`src/rtl/alu_sequencer.sv`:
```
// alu_sequencer: issues one command at a time to an external combinational ALU
// and returns the result on a valid/ready response channel.
//
// Flow:   IDLE --accept--> EXEC (one cycle) --> RESP --rsp handshake--> IDLE
//
// Handshake semantics (both channels): a transfer happens on a rising clk
// edge where valid and ready are both 1. The producer holds its payload stable
// while valid is 1 and ready is 0. The payload is ignored when valid is 0.
//
// Ports:
//   clk, rst_n          clock (rising edge) and asynchronous active-low reset
//   cmd_valid/cmd_ready command channel handshake
//   cmd_mode/select     ALU mode and function for the command
//   cmd_src_a/src_b     register indices of operands A and B
//   cmd_b_imm, cmd_imm  take operand B from cmd_imm instead of the register file
//   cmd_dst             destination register index
//   alu_a/b/select/mode registered drive to the ALU
//   alu_result          combinational result from the ALU
//   rsp_valid/rsp_ready response channel handshake
//   rsp_data, rsp_dst   result value and its destination index
//   op_count            number of completed responses (wraps)
module alu_sequencer #(
    parameter int WIDTH  = 16,
    parameter int NREGS  = 4,
    parameter int REG_AW = 2
) (
    input  logic              clk,
    input  logic              rst_n,
    input  logic              cmd_valid,
    output logic              cmd_ready,
    input  logic              cmd_mode,
    input  logic [3:0]        cmd_select,
    input  logic [REG_AW-1:0] cmd_src_a,
    input  logic [REG_AW-1:0] cmd_src_b,
    input  logic              cmd_b_imm,
    input  logic [WIDTH-1:0]  cmd_imm,
    input  logic [REG_AW-1:0] cmd_dst,
    output logic [WIDTH-1:0]  alu_a,
    output logic [WIDTH-1:0]  alu_b,
    output logic [3:0]        alu_select,
    output logic              alu_mode,
    input  logic [WIDTH-1:0]  alu_result,
    output logic              rsp_valid,
    input  logic              rsp_ready,
    output logic [WIDTH-1:0]  rsp_data,
    output logic [REG_AW-1:0] rsp_dst,
    output logic [15:0]       op_count
);

    typedef enum logic [1:0] {
        IDLE = 2'd0,
        EXEC = 2'd1,
        RESP = 2'd2
    } state_t;

    state_t            state;
    state_t            state_next;
    logic [WIDTH-1:0]  regs [NREGS];
    logic [REG_AW-1:0] dst_q;
    logic              accept;
    logic              rsp_fire;

    // State register
    always_ff @(posedge clk or negedge rst_n) begin
        if (!rst_n) begin
            state <= IDLE;
        end else begin
            state <= state_next;
        end
    end

    // Next-state and handshake outputs
    always_comb begin
        state_next = state;
        cmd_ready  = 1'b0;
        accept     = 1'b0;
        rsp_fire   = 1'b0;
        case (state)
            IDLE: begin
                cmd_ready = 1'b1;
                accept    = cmd_valid;
                if (cmd_valid) begin
                    state_next = EXEC;
                end
            end
            EXEC: begin
                state_next = RESP;
            end
            RESP: begin
                rsp_fire = rsp_valid & rsp_ready;
                if (rsp_fire) begin
                    state_next = IDLE;
                end
            end
            default: begin
                state_next = IDLE;
            end
        endcase
    end

    // Datapath: ALU drive, register file write-back, response payload
    always_ff @(posedge clk or negedge rst_n) begin
        if (!rst_n) begin
            for (int i = 0; i < NREGS; i++) begin
                regs[i] <= '0;
            end
            alu_a      <= '0;
            alu_b      <= '0;
            alu_select <= '0;
            alu_mode   <= 1'b0;
            dst_q      <= '0;
            rsp_valid  <= 1'b0;
            rsp_data   <= '0;
            rsp_dst    <= '0;
            op_count   <= '0;
        end else begin
            if (accept) begin
                // Operands are read here, before any write-back of this
                // command, so src == dst reads the old value.
                alu_a      <= regs[cmd_src_a];
                alu_b      <= cmd_b_imm ? cmd_imm : regs[cmd_src_b];
                alu_select <= cmd_select;
                alu_mode   <= cmd_mode;
                dst_q      <= cmd_dst;
            end
            if (state == EXEC) begin
                regs[dst_q] <= alu_result;
                rsp_data    <= alu_result;
                rsp_dst     <= dst_q;
                rsp_valid   <= 1'b1;
            end
            if (rsp_fire) begin
                rsp_valid <= 1'b0;
                op_count  <= op_count + 16'd1;
            end
        end
    end

endmodule

```
`config.mk`:
```
export PLATFORM = sky130hd
export DESIGN_NAME = alu_sequencer
export DESIGN_NICKNAME = d
export VERILOG_FILES = /design/src/rtl/alu_sequencer.sv
export SDC_FILE = /design/constraint.sdc
export NUM_CORES = 1
export LEC_CHECK = 0
export ABC_AREA = 1
export CAP_MARGIN = 20
export CELL_PAD_IN_SITES_DETAIL_PLACEMENT = 1
export CELL_PAD_IN_SITES_GLOBAL_PLACEMENT = 1
export CORE_MARGIN = 5
export CORE_UTILIZATION = 25
export CTS_CLUSTER_SIZE = 20
export DETAILED_ROUTE_END_ITERATION = 12
export GPL_TIMING_DRIVEN = 0
export PLACE_DENSITY_LB_ADDON = 0.1
export SLEW_MARGIN = 15
export SYNTH_ARGS = -nofsm -noshare
export SYNTH_HDL_FRONTEND = slang
export SYNTH_SLANG_ARGS = --single-unit
export TNS_END_PERCENT = 10
```
`constraint.sdc`:
```
create_clock -name clk -period 1.2 [get_ports clk]
set_input_delay 0.12 -clock clk [delete_from_list [all_inputs] [get_ports clk]]
set_output_delay 0.12 -clock clk [all_outputs]
set_load 0.02 [all_outputs]
```
==> results.rst, run 1 <==
.. list-table::
   :header-rows: 1

   * - Metric
     - Value
   * - Run status
     - finished with violations
   * - Violations in the final reports
     - negative setup slack
   * - Maximum clock frequency
     - 0.733 GHz
   * - Post-route insts no fill
     - between 1k and 1.5k
   * - Share of the clock period used by the worst path after layout
     - 1.14
   * - Worst relative slew slack
     - 0.533
   * - Class of the tightest hold or removal check
     - input pin to flip-flop
   * - Register area share after synthesis
     - 0.547
   * - Type of origin of the critical path
     - flip-flop
   * - RSZ-0062 raised after global routing
     - true
   * - Hold Violations, Final
     - 0
   * - Wirelength, routed
     - between 20000 and 25000 um
   * - Minimum setup slack among reg-to-reg paths
     - -0.16 ns
   * - Post-placement setup slack
     - -0.404 ns
   * - R2r endpoint
     - alu_b[6]
   * - # nets final
     - 991
   * - Initial standard-cell utilization of the core
     - 0.254
   * - Global-route usage over all layers
     - 0.166
   * - Antenna violations before repair
     - 0
   * - Post-DR wirelength/cell
     - 18.4 um
   * - Final core utilization
     - 0.361
   * - CP Class
     - flip-flop to flip-flop
   * - Post-synthesis mux area share
     - 0
   * - # setup viols final
     - 124
   * - GR Util met3
     - 0.0425
   * - Max-slew violations
     - 0
   * - Number of cells on the worst reg-to-reg path
     - 7
   * - Count of max-cap constraint violations
     - 0
   * - Vias in the first global route
     - about 6.2k
   * - Critical path startpoint
     - state[1]
   * - Post-route setup slack
     - -0.165 ns
   * - Cell with the largest stage delay on the worst path
     - sky130_fd_sc_hd__dfrtp_2
   * - CTS tree
     - built
   * - Area grow syn2layout
     - 42.0%
   * - Wire length of the first global-routing pass
     - 37400 um
   * - Busiest layer in global routing
     - met2
   * - Insertion delay to the later sink of the worst-skew pair
     - 0.43 ns
   * - Die height
     - 170 um
   * - Post-layout power
     - about 23 mW
   * - Launch point of the worst reg-to-reg path
     - state[1]
   * - Pin count of the biggest net entering global routing
     - 87
   * - Yosys warning total
     - 0
   * - Adder-Cell Fraction of Synth Area
     - 0.00195
   * - Clk sink count
     - 140
   * - Type of element capturing the critical path
     - flip-flop
   * - Synthesized net count
     - 829
   * - CP Data Arrival Time
     - 1.67 ns
   * - Actual transition at the worst max-transition pin
     - 0.700 ns
   * - Filler Cell Count
     - just under 3k
   * - Area of the mapped netlist
     - 0.00640 sq mm
   * - Clock-pin slew of the registers on the worst-case setup and hold paths
     - 0.07 ns
   * - Weighted congestion at the end of routability-driven global placement
     - 0.788
   * - Pwr Density
     - 2510 mW/mm^2
   * - Number of placed instances with taps included
     - 1226
   * - Capturing instance or port of the critical path
     - alu_b[6]
   * - I/O pin count
     - 121
   * - Maximum clock skew at final layout
     - 0.0144 ns
   * - Maximum buffer depth of the clock tree
     - 2
   * - Port-buffer cells
     - 115
   * - Die span in x
     - 170 um
   * - Count of cell types in the netlist
     - 25
   * - TritonCTS Buffers
     - 17
   * - Setup TNS after final layout
     - -12.23 ns
   * - Xor/xnor share of the synthesized area
     - 0.0150
   * - Required time of the critical path
     - between 1.5 and 2 ns
   * - Worst-case vdd ir drop
     - 0.809 mV
   * - Post-layout minimum cycle time
     - 1.36 ns
   * - Post-Layout Inst Area
     - 0.00909 sq mm
   * - Area fraction in and, or, nand and nor cells after synthesis
     - 0.242
   * - Avg Synthesized Cell Area
     - around 8 sq um
   * - Register bit count reported by yosys
     - 140
   * - Dominant combinational cell family by area after synthesis
     - simple AND/OR/NAND/NOR gates
   * - Final antenna-violating net count
     - 0
   * - Core region area
     - 0.0252 sq mm
   * - Clock root buffer
     - sky130_fd_sc_hd__clkbuf_16
   * - Via-per-instance ratio
     - 4.54
   * - Die Outline Area
     - 0.0289 sq mm
   * - Number of violations reported at the end of detailed-routing iteration 0
     - 264
   * - HPWL after DPL
     - 17200 um
   * - Number of optimization iterations in the first detailed-route pass
     - 4
   * - Post-detailed-placement cell area
     - 0.00803 sq mm
   * - H-tree level count
     - 4
   * - Slowest Stage Delay on Critical Path
     - 0.45 ns
   * - Critical path cell sequence
     - inv_2 -> nand2_4 -> nor2_4 -> inv_2 -> buf_8 -> a21oi_1 -> a21oi_1
   * - Most frequent standard cell in the layout excluding fill and tap cells
     - sky130_fd_sc_hd__nand2_1
   * - Leakage
     - 4.18 nW
   * - Share of cells above drive strength 1
     - 0.274
   * - Complex-gate fraction of the synthesized area
     - 0.134
   * - Met2 layer usage reported by global route
     - 0.256
   * - # DRC
     - 0
   * - Number of instances in the synthesized netlist
     - between 700 and 800
   * - Vias
     - around 6k
   * - Max Fanout on Critical Path
     - 10
   * - Top library cells by usage in the layout, fill and taps aside
     - sky130_fd_sc_hd__nand2_1, sky130_fd_sc_hd__dfrtp_1, sky130_fd_sc_hd__nor2_1
   * - Count of inserted antenna diode cells
     - 0
   * - Row Count
     - 58
   * - GR Layer Usage met1
     - 0.238
   * - Post-Route Hold Slack
     - around 0.10 ns
   * - GRT Residual Overflow
     - 0
sequential cells by signal, summed over array words and instances, names as in the netlist:
signal,flops
alu_a,16
alu_b,16
alu_mode,1
alu_select,4
dst_q,2
op_count,16
regs,64
rsp_data,16
rsp_dst,2
rsp_valid,1
state,2
synthesized netlist by cell type, drive strengths merged:
cell | count | share of area
nor2 | 116 | 0.074
xnor2 | 4 | 0.0055
a21oi | 32 | 0.025
buf | 28 | 0.025
nand3 | 59 | 0.048
a31oi | 16 | 0.016
nor3 | 1 | 0.00078
ha | 1 | 0.0020
xor2 | 7 | 0.0096
nand3b | 1 | 0.0012
inv | 41 | 0.024
o21ai | 118 | 0.092
nand4 | 3 | 0.0029
o21bai | 1 | 0.0012
clkbuf | 18 | 0.011
nand2 | 194 | 0.11
dfrtp | 140 | 0.55
cells by family (layout without fill, tap and decap cells):
| family | after synthesis | after routing |
|---|---|---|
| buffers and inverters | 87 | 262 |
| adders and majority gates | 1 | 1 |
| AOI/OAI and AO/OA | 167 | 167 |
| DFF | 140 | 140 |
| xor gates and xnor gates | 11 | 11 |
| and+or+nand+nor | 374 | 374 |
cell type report:
class / instances / area (sq um) / share of cell area
clock buffer: 17 / 425 / 0.0468
tap: 330 / 413 / 0.0454
sequential: 140 / 3510 / 0.386
inverter: 41 / 159 / 0.0175
multi-input combinational: 553 / 2830 / 0.311
timing repair buffer: 143 / 1170 / 0.129
clock inverter: 15 / 179 / 0.0197
buffer: 46 / 412 / 0.0453
routing by layer:
layer / routed length [um] / part of all wire / up-vias
li1: - / - / 2885
met1: 11600 / 0.49 / 2801
met2: 10500 / 0.44 / 134
met3: 1320 / 0.056 / 12
met4: 199 / 0.0084 / 0
met5: 0 / 0 / -
worst min-delay path by stage:
stage                       start       endpoint  slack (ns)  depth (start not counted)
finish                  cmd_b_imm       alu_b[3]        0.10                          3
global route            cmd_b_imm       alu_b[3]        0.12                          3
CTS                     cmd_b_imm       alu_b[3]         0.1                          3
detailed placement          rst_n       alu_a[4]        0.08                          1
global placement    alu_select[0]  alu_select[0]        0.46                          2
floorplan                   rst_n       alu_a[0]       -0.18                          0
where the power goes:
group	switching, mW	internal (mW)
combinational	5.00	3.47
sequential	2.02	6.89
clock	2.34	3.14
worst max-delay path: cells and delay by family, from the launching register on:
kind | cells | cell delay [ns]
DFF | 1 | 0.45
buffers and inverters | 3 | 0.32
and+or+nand+nor | 2 | 0.26
AOI/OAI and AO/OA | 2 | 0.20
timing repair:
action | in CTS | in global routing
hold buffers | 1 | 0
endpoints found under the hold margin | 54 | 0
gates cloned | 1 | 3
setup buffers | 14 | 8
pin swaps | 15 | 11
resized for setup | 351 | 158
endpoints found under the setup margin | 208 | 213
Power figures use the tool's default switching activity.
==> run 2: changes to the inputs <==
ABC_CLOCK_PERIOD_IN_PS = 1200   (was default)
==> results of run 2 <==
No change in the layout: final DEF, timing and power equal those of run 1.
==> run 3: changes to the inputs <==
CORE_MARGIN = 2   (was 5)
==> run 3 against run 2 <==
  * The run still ends with negative setup slack left
  * Die area decreased by 6.9%
  * Sequential share of layout area rose by 0.97 points
  * Total power is 2.3% lower
  * Via count fell by 1.1%
  * Wire length down 3.8%
  * First-iteration DRC count rose by 16%
  * Worst hold slack improved by 0.0040 ns
  * Utilization is 0.89 points lower
  * Clock skew down 0.0025 ns
  * Clock power barely moved
  * Non-clock buffer count shrank 6
==> results.rst, run 3 (same netlist as run 1, synthesis figures left out) <==
.. list-table::
   :header-rows: 1

   * - Metric
     - Value
   * - Port-buffer cells
     - between 100 and 150
   * - Weighted congestion at the end of routability-driven global placement
     - 0.787
   * - GRT Residual Overflow
     - 0
   * - R2r endpoint
     - alu_b[11]
   * - Number of optimization iterations in the first detailed-route pass
     - 4
   * - CP Data Arrival Time
     - 1.66 ns
   * - Gate power share
     - 0.359
   * - Number of cells on the worst reg-to-reg path
     - 7
   * - Count of max-cap constraint violations
     - 0
   * - Post-route insts no fill
     - 1278
   * - Actual transition at the worst max-transition pin
     - approximately 0.69 ns
   * - Max-slew violations
     - 0
   * - Die Outline Area
     - 0.0269 sq mm
   * - Capturing instance or port of the critical path
     - alu_b[11]
   * - Area used by multi-input combinational logic
     - 0.00274 sq mm
   * - Launch point of the worst reg-to-reg path
     - state[0]
   * - Insertion delay to the later sink of the worst-skew pair
     - 0.43 ns
   * - Type of origin of the critical path
     - flip-flop
   * - Detailed route wirelength on metal2
     - 10100 um
   * - HPWL after DPL
     - 16900 um
   * - Post-detailed-placement cell area
     - around 0.008 sq mm
   * - Cell-internal power
     - 13.4 mW
   * - Power share of the sequential group
     - 0.397
   * - Count of inserted antenna diode cells
     - 0
   * - RSZ-0062 raised after global routing
     - true
   * - Number of violations reported at the end of detailed-routing iteration 0
     - 305
   * - Final antenna-violating net count
     - 0
   * - Sw Ratio
     - 0.401
   * - Critical path startpoint
     - state[0]
   * - Maximum clock skew at final layout
     - about 0.012 ns
   * - Via-per-instance ratio
     - about 4.5
   * - Number of placed instances with taps included
     - 1226
   * - Clk network pwr share
     - 0.244
   * - Post-DR wirelength/cell
     - approximately 18 um
   * - Vias
     - between 5k and 6k
   * - Maximum buffer depth of the clock tree
     - 2
   * - Clock root buffer
     - sky130_fd_sc_hd__clkbuf_16
   * - Violations in the final reports
     - negative setup slack
   * - Vias in the first global route
     - 6067
   * - Global-route usage over all layers
     - 0.177
   * - Clock-pin slew of the registers on the worst-case setup and hold paths
     - 0.06 ns
   * - Pin count of the biggest net entering global routing
     - 84
   * - # setup viols final
     - 115
   * - Worst-case vdd ir drop
     - about 0.76 mV
   * - Die height
     - 164 um
   * - Top library cells by usage in the layout, fill and taps aside
     - sky130_fd_sc_hd__nand2_1, sky130_fd_sc_hd__dfrtp_1, sky130_fd_sc_hd__nor2_1
   * - Post-layout minimum cycle time
     - 1.35 ns
   * - Hold Violations, Final
     - 0
   * - Top register by number of flip-flops
     - regs
   * - Share of the clock period used by the worst path after layout
     - 1.13
   * - Type of element capturing the critical path
     - flip-flop
   * - Clk sink count
     - 140
   * - Class of the tightest hold or removal check
     - input pin to flip-flop
   * - Die span in x
     - 164 um
   * - I/O pin count
     - 121
   * - # nets final
     - slightly below 1k
   * - Core region area
     - 0.0252 sq mm
   * - DR WL met3
     - 994 um
   * - Post-placement setup slack
     - -0.404 ns
   * - Max FFs per register
     - 64
   * - Net switching component of the power
     - between 8 and 9 mW
   * - Met1 routed wirelength after detailed routing
     - 11400 um
   * - H-tree level count
     - 4
   * - Required time of the critical path
     - 1.51 ns
   * - Max layer used
     - met4
   * - Wire length of the first global-routing pass
     - 36100 um
   * - Run status
     - finished with violations
   * - Pwr Density
     - 2520 mW/mm^2
   * - TritonCTS Buffers
     - 17
   * - Maximum clock frequency
     - 0.740 GHz
   * - CP Class
     - flip-flop to flip-flop
   * - Minimum setup slack among reg-to-reg paths
     - -0.15 ns
   * - Post-Layout Inst Area
     - 0.00887 sq mm
   * - Initial standard-cell utilization of the core
     - 0.254
   * - Worst relative slew slack
     - 0.537
   * - Max Fanout on Critical Path
     - 10
   * - FF+latch area
     - 0.00351 sq mm
   * - Post-route setup slack
     - -0.151 ns
   * - Leakage
     - 4.11 nW
   * - Row Count
     - 58
   * - Wirelength, routed
     - 22700 um
   * - # DRC
     - 0
   * - CTS tree
     - built
   * - Area grow syn2layout
     - 38.5%
   * - Antenna violations before repair
     - 0
   * - Filler Cell Count
     - 3004
   * - Share of cells above drive strength 1
     - 0.237
   * - Most frequent standard cell in the layout excluding fill and tap cells
     - sky130_fd_sc_hd__nand2_1
   * - Final core utilization
     - 0.352
[run 3: cell types whose count changed in the layout (fill, tap and decap cells not counted), sizes merged]
cell,change
clkbuf,-1
inv,-4
clkinvlp,+1
bufinv,+1
buf,-4
[run 3: power groups by stage]
stage                     clock network (mW)  registers (mW)  logic, mW
after floorplan                            0            9.39       3.43
after global placement                     0            8.86       7.94
after detailed placement                   0            8.89       8.08
after CTS                               5.64            8.82       7.93
after global routing                    5.82            9.17       9.05
final                                   5.46            8.86       8.01
[run 3: through the flow]
stage	TNS, ns	total power [mW]	hold WS (ns)
after floorplan	-0.395	12.8	-0.176
final	-9.34	22.3	0.104
after CTS	-14.56	22.4	0.0947
after global placement	-902.70	16.8	0.458
after global routing	-20.19	24.0	0.117
after detailed placement	-30.16	17.0	0.0905
[run 3: layout make-up]
cell class,count,area share
buffer,46,0.0444
clock buffer,18,0.0484
clock inverter,13,0.0188
inverter,41,0.0179
multi-input combinational,553,0.309
sequential,140,0.396
tap,330,0.0466
timing repair buffer,137,0.119
[run 3: layer usage]
layer / vias up / track usage
li1: 2857 / -
met1: 2783 / 0.250
met2: 116 / 0.277
met3: 11 / 0.0376
met4: 0 / 0.0407
met5: - / 0
[run 3: worst min path at each step]
stage | from | endpoint | cells after the start
3_5_place_dp | rst_n | alu_b[3] | 1
5_1_grt | cmd_b_imm | alu_b[3] | 3
2_1_floorplan | rst_n | alu_a[0] | 0
4_1_cts | cmd_b_imm | alu_b[3] | 3
6_report | cmd_b_imm | alu_b[4] | 3
3_3_place_gp | alu_select[1] | alu_select[1] | 2
[run 3: critical path: stages (launching register included)]
cell	delay [ns]
sky130_fd_sc_hd__dfrtp_1	0.39
sky130_fd_sc_hd__inv_2	0.13
sky130_fd_sc_hd__nand2_4	0.11
sky130_fd_sc_hd__nor2_4	0.16
sky130_fd_sc_hd__inv_2	0.09
sky130_fd_sc_hd__buf_12	0.15
sky130_fd_sc_hd__a21oi_1	0.12
sky130_fd_sc_hd__a21oi_1	0.07
[run 3: what timing repair did]
action	CTS	global route
pin swaps	11	13
hold endpoints to repair	57	0
gates cloned	0	1
gates resized for setup	332	112
endpoints found under the setup margin	208	163
buffers inserted	16	3
hold buffers	1	0
